<file path="src/rtl/imul_prod_accum.sv">
// Product accumulator: sums each group of NTERMS 32-bit products modulo 2^32 and
// hands the sum to a one-entry output buffer so the next group can start immediately.
module imul_prod_accum #(
    parameter int unsigned NTERMS = 4
) (
    input  logic        clk,
    input  logic        reset,
    input  logic        istream_val,
    output logic        istream_rdy,
    input  logic [31:0] istream_msg,
    output logic        ostream_val,
    input  logic        ostream_rdy,
    output logic [31:0] ostream_msg
);

    localparam int unsigned CW = (NTERMS > 1) ? $clog2(NTERMS) : 1;
    localparam logic [CW-1:0] LAST_CNT = CW'(NTERMS - 1);

    localparam logic [0:0] EMPTY = 1'b0;
    localparam logic [0:0] FULL  = 1'b1;

    logic [31:0]   acc;
    logic [CW-1:0] cnt;
    logic [31:0]   out_reg;
    logic [0:0]    out_full;

    logic        last_term;
    logic        in_fire;
    logic        out_fire;
    logic [31:0] sum;

    assign last_term = (cnt == LAST_CNT);
    assign sum       = acc + istream_msg;

    // Only the final term needs the buffer, so only it can stall; no path from ostream_rdy.
    assign istream_rdy = !last_term || (out_full == EMPTY);
    assign ostream_val = (out_full == FULL);
    assign ostream_msg = out_reg;

    assign in_fire  = istream_val && istream_rdy;
    assign out_fire = ostream_val && ostream_rdy;

    always_ff @(posedge clk or negedge reset) begin
        if (!reset) begin
            acc <= '0;
            cnt <= '0;
        end else if (in_fire) begin
            if (last_term) begin
                acc <= '0;
                cnt <= '0;
            end else begin
                acc <= sum;
                cnt <= cnt + CW'(1);
            end
        end
    end

    // A final-term load needs EMPTY and a transfer needs FULL, so they never coincide.
    always_ff @(posedge clk or negedge reset) begin
        if (!reset) begin
            out_reg  <= '0;
            out_full <= EMPTY;
        end else if (in_fire && last_term) begin
            out_reg  <= sum;
            out_full <= FULL;
        end else if (out_fire) begin
            out_full <= EMPTY;
        end
    end

endmodule

</file>
<file path="config.mk">
export PLATFORM = sky130hd
export DESIGN_NAME = imul_prod_accum
export DESIGN_NICKNAME = d
export VERILOG_FILES = /design/src/rtl/imul_prod_accum.sv
export SDC_FILE = /design/constraint.sdc
export NUM_CORES = 1
export LEC_CHECK = 0
export CAP_MARGIN = 20
export CORE_MARGIN = 4
export CORE_UTILIZATION = 50
export CTS_CLUSTER_SIZE = 25
export DETAILED_ROUTE_END_ITERATION = 16
export GPL_ROUTABILITY_DRIVEN = 0
export GPL_TIMING_DRIVEN = 0
export PLACE_DENSITY = 0.84
export RECOVER_POWER = 25
export REMOVE_ABC_BUFFERS = 1
export SLEW_MARGIN = 10
export SYNTH_ARGS = -nofsm -noshare
export SYNTH_HDL_FRONTEND = slang
export SYNTH_SLANG_ARGS = --single-unit
</file>
<file path="constraint.sdc">
create_clock -name clk -period 2.6 [get_ports clk]
set_input_delay 0.52 -clock clk [delete_from_list [all_inputs] [get_ports clk]]
set_output_delay 0.52 -clock clk [all_outputs]
set_load 0.02 [all_outputs]
</file>
### After elaboration in Yosys (flattened, before gate mapping)

Index checks and enable logic that the tools add are counted.

* muxes and demuxes: 4
* reductions and logical operators: 6
* add/subtract/negate cells: 2
* bitwise gates (word level): 1
* equal/unequal tests: 1

Operator list (number)
* $add A32 B32 Y32: 1
* $mux W32: 1
* $logic_and A1 B1 Y1: 3
* $add A2 B1 Y2 const B: 1
* $eq A2 B2 Y1 const B: 1
* $mux W1: 2
* $mux W2: 1
* $reduce_bool A2 Y1: 1
* $logic_not A1 Y1: 1
* $logic_or A1 B1 Y1: 1
* $not A1 Y1: 1

* logic and storage cells: 18
* flip-flop bits (word level): 67

### Longest topological paths before layout

Gate-level depths: netlist of the first run.

* word-level depth: 6
* mapped depth: 10
* gate-level depth less buffers: 10

### Worst setup path before layout of the first run

Ideal clock, no wire load.

* kind: input -> register
* start: input port istream_msg[16]
* end: register out_reg[31] (netlist: ostream_msg[31])
* library setup time: 82 ps
* cell stages on the path: 10
* arrival: 2448 ps
* slack: 70 ps
* cells stage by stage: ha_1 -> buf_6 -> a21oi_2 -> o21ai_1 -> a311o_1 -> nand3_2 -> a31oi_1 -> o31a_1 -> or3_1 -> a31oi_1

* word-level cells in the longest chain between the ends: 1

RTL lines
* from (decl): RTL line 10 `input logic [31:0] istream_msg,`
* $add A32 B32 Y32: RTL line 33 `assign sum = acc + istream_msg;`
* to (signal assigned): RTL line 64 `out_reg <= sum;`
* to (decl): RTL line 24 `logic [31:0] out_reg;`

No other way between the ends.
A chain may end at the register's enable or synchronous reset.

### Final worst setup path of the first run

* start: input port istream_msg[0]
* end: register acc[20]

* word-level cells in the longest chain between the ends: 2

RTL lines
* $add A32 B32 Y32: RTL line 33
* $mux W32: RTL line 48 `if (last_term) begin`
* to (signal assigned): RTL line 52 `acc <= sum;`
* to (decl): RTL line 22 `logic [31:0] acc;`

No other way between the ends.

==> run summary, run 1 <==
## STA
• 5 — setup violators final
• true — setup repair after global routing missed its margin
• 1.41 ns — worst-margin pin slew
• 379 MHz — Max Clock Freq
• 0 — count of endpoints failing hold in the final timing report
• 102% — final clock period utilization by the worst path
• 2.64 ns — Final min period
• 0.00636 ns — Worst Clk Skew
• -0.0417 ns — final worst setup slack
• 6.17% — Slew headroom
• 0 — Final Slew Violations
• -0.104 ns — final sum of negative setup slack

## Power and ir drop
• 0.000632 V — worst vdd rail ir drop
• 4.39 mW — internal power component
• 3.61 mW — switching power total
• 23.9% — proportion of power drawn by flip-flops and latches
• 1340 nW/µm² — power density cells
• 2.61 nW — leakage power total
• 11.2% — Clock Power Share
• 64.9% — logic gate share of total power
• 45.1% — Sw Share

## Cells and area
• 5970 µm² — post-route cell area
• 571 — number of filler cells placed in the layout
• 39.1% — post-synthesis to final-layout area growth
• 626 — net total in the final layout
• 20.8% — layout cells sized above 1
• 0 — number of antenna repair diodes

## Critical path
• dlygate4sd2_1 > ha_4 > fa_2 > a21oi_4 > nor2_4 > buf_6 > o22ai_4 > o221ai_2 > a21oi_4 > o31ai_2 > xnor2_1 > o31ai_1 — chain of cells forming the critical path
• register — endpoint type of the worst setup path
• in -> reg — CP Class
• 3 — worst-path maximum fanout
• 0.42 ns — slowest cell delay on critical path
• sky130_fd_sc_hd__fa_2 — slowest library cell on the worst path
• 2.90 ns — arrival time at the worst endpoint
• 2 — sum of buffers and inverters on the critical path
• input port — Critical Path Source Type
• compound AO/OA/AOI/OAI gates — critical path's top delay family
• 2.86 ns — required arrival time at the worst endpoint
• sky130_fd_sc_hd__a21oi_4 — most numerous cell on the critical path

## Floorplanning
• 101 µm — Die Y-Extent
• 51.7% — effective utilization at floorplan
• 70 — number of top-level pins
• 101 µm — DIE WIDTH
• 8300 µm² — core region area
• 10100 µm² — Die Footprint
• 33 — number of placement rows

## Yosys
• 100% — post-synthesis async set-or-reset flop share
• 61 — number of distinct library cells after synthesis
• 39.1% — share of the synthesized area in the top cell type
• 39.1% — part of the Yosys area used for sequential elements
• 479 — number of cells produced by synthesis
• sky130_fd_sc_hd__dfrtp_1, sky130_fd_sc_hd__ha_1, sky130_fd_sc_hd__nand2_1 — top post-synthesis cells by area
• sky130_fd_sc_hd__dfrtp_1 — largest area contributor in the netlist
• 4290 µm² — cell area after synthesis
• 67 — register bit count reported by yosys
• 0 — Yosys warnings
• sky130_fd_sc_hd__dfrtp_1 — prevailing post-synth register cell
• 0 — number of enable-type register cells in the synthesized netlist
• 8.95 µm² — syn avg cell area

## CTS
• 3 — CTS H-tree lvls
• 0.08 ns — clock transition time at the flip-flop clock pins of the worst setup and hold paths
• 9 — Inserted Clock Buffers
• sky130_fd_sc_hd__clkbuf_8 — root cell of the clock tree
• 67 — Sink Count
• 0.35 ns — insertion delay of the later-clocked pin in the worst-skew pair
• 2 — largest buffer count on any clock path
• yes — CTS tree

## Route
• 6.12 — vias per std cell
• 246 — DR iter-0 viols
• 0 — residual DRC count
• 19.3 µm — average routed wire per standard cell
• 0 — remaining number of nets flagged by the antenna check after routing
• 4081 — number of vias after detailed routing
• 5 — drt first pass iters
• 12800 µm — post-detailed-routing wire length

## Global routing
• 0 — antenna violations before repair
• 42 — largest net degree at the start of global routing
• 23.2% — total routing usage reported by global routing
• 0 — total congestion overflow
• 3933 — via count of the first global-routing pass
• 18900 µm — global-route wire length before repair

## Job
• 0 — number of maximum-capacitance violations

## Placed design
• 7470 µm — DPL Wire Length
• 69 — port bufs
• 5070 µm² — placement-stage cell area

## Outcome
• setup timing — violated checks
• complete, but fails checks — run status

## Min path
• in -> async — Hold/Removal Path Class

what timing repair did:
action | in CTS | in global routing
setup endpoints to repair | 38 | 38
hold buffers | 0 | 0
pin swaps | 21 | 34
setup buffers | 10 | 11
resized for setup | 54 | 60
per-stage QoR:
step                std cells  setup WS (ns)  hold WS [ns]  util [%]  power (mW)
global route              667         -0.111         0.505      71.9        8.48
detailed placement        630         -0.738         0.462      61.1        5.81
finish                    667        -0.0417         0.472      71.9        8.00
global placement          626          -1.67         0.456      60.1        5.62
floorplan                 452         -0.703         0.224         -        4.58
CTS                       656        0.00422        0.0717      67.6        7.19
path summary, 6_finish.rpt:
kind,start,to,slack [ns],cells after the start
max,istream_msg[0],acc[20],-0.04,12
min,reset,ostream_msg[16],0.47,1
max reg2reg,acc[0],acc[20],-0.03,11
min reg2reg,ostream_msg[0],ostream_msg[0],0.48,2
max in group asynchronous,reset,ostream_msg[5],0.48,2
min in group clk,ostream_msg[0],ostream_msg[0],0.48,2
per-layer routing:
layer | GRT usage [%] | vias up | wire length [µm]
met5 | 0 | - | 0
met4 | 8.70 | 0 | 420
met3 | 4.36 | 42 | 683
met2 | 38.9 | 162 | 6420
met1 | 29.7 | 1995 | 5320
li1 | - | 1882 | -
registers in the layout, indices dropped and copies added (netlist names):
name / cells
cnt: 2
ostream_msg: 32
ostream_val: 1
acc: 32
placed cells by master (no fill, tap or decap), types with 3 or more instances in the layout:
| cell | Yosys | final |
|---|---|---|
| sky130_fd_sc_hd__or3_1 | 4 | 4 |
| sky130_fd_sc_hd__a21oi_4 | 0 | 5 |
| sky130_fd_sc_hd__o31ai_1 | 26 | 25 |
| sky130_fd_sc_hd__clkbuf_8 | 0 | 10 |
| sky130_fd_sc_hd__a21o_1 | 13 | 13 |
| sky130_fd_sc_hd__a31oi_1 | 4 | 3 |
| sky130_fd_sc_hd__mux2_2 | 4 | 4 |
| sky130_fd_sc_hd__xnor2_1 | 11 | 11 |
| sky130_fd_sc_hd__o21bai_1 | 6 | 5 |
| sky130_fd_sc_hd__buf_4 | 1 | 19 |
| sky130_fd_sc_hd__dlygate4sd2_1 | 0 | 9 |
| sky130_fd_sc_hd__inv_1 | 10 | 10 |
| sky130_fd_sc_hd__nand2_1 | 85 | 82 |
| sky130_fd_sc_hd__o21ai_2 | 0 | 5 |
| sky130_fd_sc_hd__ha_1 | 32 | 7 |
| sky130_fd_sc_hd__nand3b_1 | 3 | 3 |
| sky130_fd_sc_hd__nor2_1 | 21 | 19 |
| sky130_fd_sc_hd__xor2_1 | 17 | 17 |
| sky130_fd_sc_hd__o21ai_1 | 4 | 4 |
| sky130_fd_sc_hd__dfrtp_1 | 67 | 67 |
| sky130_fd_sc_hd__nand4_1 | 4 | 4 |
| sky130_fd_sc_hd__nor2b_1 | 8 | 8 |
| sky130_fd_sc_hd__clkdlybuf4s50_1 | 0 | 46 |
| sky130_fd_sc_hd__a22o_1 | 4 | 4 |
| sky130_fd_sc_hd__o21ai_0 | 37 | 32 |
| sky130_fd_sc_hd__clkinv_2 | 0 | 3 |
| sky130_fd_sc_hd__a21oi_2 | 3 | 5 |
| sky130_fd_sc_hd__ha_4 | 0 | 23 |
| sky130_fd_sc_hd__a41oi_2 | 0 | 3 |
| sky130_fd_sc_hd__dlymetal6s2s_1 | 0 | 13 |
| sky130_fd_sc_hd__nor3_1 | 6 | 6 |
| sky130_fd_sc_hd__nand3_2 | 2 | 3 |
| sky130_fd_sc_hd__nand3_1 | 14 | 11 |
| sky130_fd_sc_hd__a21oi_1 | 23 | 16 |
kinds of logic (layout without fill, tap and decap cells):
family	after synthesis	count (layout)	synth area share, %
AO/OA/AOI/OAI	146	146	22.8
XOR/XNOR	28	28	5.72
buffers and inverters	38	121	3.85
adder cells (fa/ha/maj)	33	33	9.80
AND/OR/NAND/NOR	163	163	17.7
multiplexers	4	4	1.05
flip-flops	67	67	39.1
synthesized netlist by cell type, drive strengths merged, types with 2 or more instances:
cell	count
a211oi	4
a21o	13
a21oi	26
a22o	4
a31oi	4
a41oi	4
and2b	2
and3	2
buf	6
clkbuf	21
dfrtp	67
ha	32
inv	10
mux2	4
nand2	85
nand2b	2
nand3	16
nand3b	3
nand4	4
nand4b	2
nor2	21
nor2b	8
nor3	6
o211ai	2
o21a	2
o21ai	41
o21ba	2
o21bai	6
o31ai	26
or2	2
or3	4
xnor2	11
xor2	17
cell type report:
| type | count | area, µm² | area share (%) |
|---|---|---|---|
| inverters | 11 | 41.3 | 0.692 |
| multi-input cells | 374 | 2990 | 50.0 |
| repair buffers | 94 | 938 | 15.7 |
| flip-flops and latches | 67 | 1680 | 28.1 |
| clock inverters | 5 | 52.6 | 0.881 |
| clock buffers | 11 | 141 | 2.37 |
| well taps | 105 | 131 | 2.20 |
power groups by stage:
stage / logic, mW / registers [mW] / clock network, mW
5_1_grt: 5.56 / 1.97 / 0.954
6_report: 5.19 / 1.91 / 0.899
4_1_cts: 4.44 / 1.86 / 0.892
3_5_place_dp: 3.98 / 1.83 / 0
3_3_place_gp: 3.81 / 1.80 / 0
2_1_floorplan: 2.52 / 2.07 / 0
Note: power is estimated with default switching activity, not from simulation.
==> run 2: changes to the inputs <==
--- a/config.mk
+++ b/config.mk
@@ -7,12 +7,12 @@
 export LEC_CHECK = 0
 export CAP_MARGIN = 20
 export CORE_MARGIN = 4
-export CORE_UTILIZATION = 50
+export CORE_UTILIZATION = 45
 export CTS_CLUSTER_SIZE = 25
 export DETAILED_ROUTE_END_ITERATION = 16
 export GPL_ROUTABILITY_DRIVEN = 0
 export GPL_TIMING_DRIVEN = 0
-export PLACE_DENSITY = 0.84
+export PLACE_DENSITY = 0.78
 export RECOVER_POWER = 25
 export REMOVE_ABC_BUFFERS = 1
 export SLEW_MARGIN = 10
==> run summary, run 2 (synthesis results as in run 1) <==
## Outcome
• complete, no violations — run status

## CTS
• 0.34 ns — insertion delay of the later-clocked pin in the worst-skew pair
• 2 — largest buffer count on any clock path
• 0.07 ns — clock transition time at the flip-flop clock pins of the worst setup and hold paths
• yes — CTS tree
• 67 — Sink Count
• 0 — CTS hold repair buffers
• 9 — Inserted Clock Buffers
• sky130_fd_sc_hd__clkbuf_8 — root cell of the clock tree
• 3 — CTS H-tree lvls

## Min path
• reg -> reg — Hold/Removal Path Class

## Power and ir drop
• 4.34 mW — internal power component
• 2.53 nW — leakage power total
• 3.41 mW — switching power total
• 24.4% — proportion of power drawn by flip-flops and latches
• 1310 nW/µm² — power density cells
• 64.6% — logic gate share of total power
• 7.76 mW — total power
• 44.0% — Sw Share
• 11.0% — Clock Power Share
• 0.000528 V — worst vdd rail ir drop

## STA
• 0.00816 ns — Worst Clk Skew
• 0 — setup violators final
• 3.62% — Slew headroom
• true — setup repair after global routing missed its margin
• 0 — Final Slew Violations
• 99.3% — final clock period utilization by the worst path
• 1.45 ns — worst-margin pin slew
• 387 MHz — Max Clock Freq
• 0 ns — final sum of negative setup slack
• 0 — count of endpoints failing hold in the final timing report
• 2.58 ns — Final min period

## Critical path
• dlygate4sd2_1 > ha_4 > o21a_1 > o211ai_1 > o21bai_4 > a2111o_1 > nand3_2 > a21boi_4 > or2_1 > a221o_1 — chain of cells forming the critical path
• compound AO/OA/AOI/OAI gates — critical path's top delay family
• 0.49 ns — slowest cell delay on critical path
• 2.81 ns — arrival time at the worst endpoint
• 4 — worst-path maximum fanout
• input port — Critical Path Source Type
• 0.06 ns — setup slack, reg-to-reg
• in -> reg — CP Class
• sky130_fd_sc_hd__a2111o_1 — slowest library cell on the worst path
• register — endpoint type of the worst setup path
• 1 — sum of buffers and inverters on the critical path
• 2.83 ns — required arrival time at the worst endpoint

## Placed design
• 69 — port bufs
• 7590 µm — DPL Wire Length

## Cells and area
• 620 — net total in the final layout
• sky130_fd_sc_hd__nand2_1 — most common cell after layout, fill and taps aside
• 19.5% — layout cells sized above 1
• 730 — number of filler cells placed in the layout
• 37.6% — post-synthesis to final-layout area growth
• sky130_fd_sc_hd__nand2_1, sky130_fd_sc_hd__dfrtp_1, sky130_fd_sc_hd__clkdlybuf4s50_1, sky130_fd_sc_hd__o21ai_0, sky130_fd_sc_hd__o31ai_1 — most frequent cells in the layout
• 0 — number of antenna repair diodes
• 63.9% — share of the core filled with cells in the final layout
• 2960 µm² — multi-input logic area
• 1680 µm² — FF+latch area

## Floorplanning
• 9240 µm² — core region area
• 70 — number of top-level pins
• 46.4% — effective utilization at floorplan
• 35 — number of placement rows
• 106 µm — DIE WIDTH
• 11200 µm² — Die Footprint
• 106 µm — Die Y-Extent

## Route
• 5 — drt first pass iters
• 3966 — number of vias after detailed routing
• 17.0 µm — average routed wire per standard cell
• 5.81 — vias per std cell
• 0 — residual DRC count
• 11600 µm — post-detailed-routing wire length
• 0 — remaining number of nets flagged by the antenna check after routing
• 259 — DR iter-0 viols

## Global routing
• 42 — largest net degree at the start of global routing
• 3836 — via count of the first global-routing pass
• 18300 µm — global-route wire length before repair
• 20.1% — total routing usage reported by global routing
• 0 — antenna violations before repair
• 0 — total congestion overflow

## Job
• 0 — number of maximum-capacitance violations

run 2: changes by cell type in the layout (fill, tap and decap cells not counted), moves of 2 or more:
cell / delta
sky130_fd_sc_hd__a21oi_2: +2
sky130_fd_sc_hd__o21ai_1: +2
sky130_fd_sc_hd__dlygate4sd2_1: +5
sky130_fd_sc_hd__clkinv_2: -3
sky130_fd_sc_hd__a21oi_4: -2
sky130_fd_sc_hd__buf_4: -5
sky130_fd_sc_hd__o21ai_0: -2
sky130_fd_sc_hd__dlymetal6s2s_1: -6
sky130_fd_sc_hd__nand3_4: -2
run 2: power groups by stage:
stage	clock (mW)	combinational, mW	sequential (mW)
final	0.854	5.01	1.89
after global routing	0.912	5.42	1.95
after CTS	0.870	4.54	1.87
after detailed placement	0	4.02	1.83
after global placement	0	3.84	1.81
after floorplan	0	2.52	2.07
run 2: area by class of cell:
cell class	count	share of cell area [%]
inverters	11	0.700
repair buffers	88	14.9
clock inverters	2	0.636
clock buffers	12	2.46
multi-input cells	374	50.1
well taps	129	2.74
flip-flops and latches	67	28.4
run 2: what timing repair did:
item | in CTS | in global routing
setup buffers | 10 | 5
gates resized for setup | 69 | 43
pin swaps | 26 | 23
setup endpoints to repair | 39 | 31
run 2: per-stage QoR:
step / std cells / instance area [µm²] / worst slack (ns) / hold WS, ns
finish: 683 / 5900 / 0.0171 / 0.483
global route: 683 / 5900 / -0.0687 / 0.507
CTS: 678 / 5670 / -0.000964 / 0.0886
detailed placement: 654 / 5110 / -0.737 / 0.460
global placement: 650 / 5020 / -1.70 / 0.456
floorplan: 452 / 4170 / -0.703 / 0.224
run 2: layer usage:
metal	part of all wire, %	global-route usage (%)	vias up
met3	5.5	4.59	27
met1	44	26.6	1910
li1	-	-	1873
met4	1.9	5.64	0
met5	0	0	-
met2	49	32.9	156
run 2: worst register-to-register path: stages, from the launching register on:
cell	delay [ns]
sky130_fd_sc_hd__dfrtp_1	0.41
sky130_fd_sc_hd__ha_4	0.30
sky130_fd_sc_hd__o21a_1	0.15
sky130_fd_sc_hd__o211ai_1	0.11
sky130_fd_sc_hd__o21bai_4	0.20
sky130_fd_sc_hd__a2111o_1	0.49
sky130_fd_sc_hd__nand3_2	0.15
sky130_fd_sc_hd__a21boi_4	0.08
sky130_fd_sc_hd__or2_1	0.24
sky130_fd_sc_hd__a221o_1	0.30
run 2: final timing paths:
path	from	endpoint	depth (start not counted)
setup reg to reg	acc[7]	acc[30]	9
min in group asynchronous	reset	acc[15]	1
hold / removal	ostream_msg[8]	ostream_msg[8]	2
setup / recovery	istream_msg[6]	acc[30]	10
hold reg to reg	ostream_msg[8]	ostream_msg[8]	2
max in group asynchronous	reset	ostream_msg[21]	2
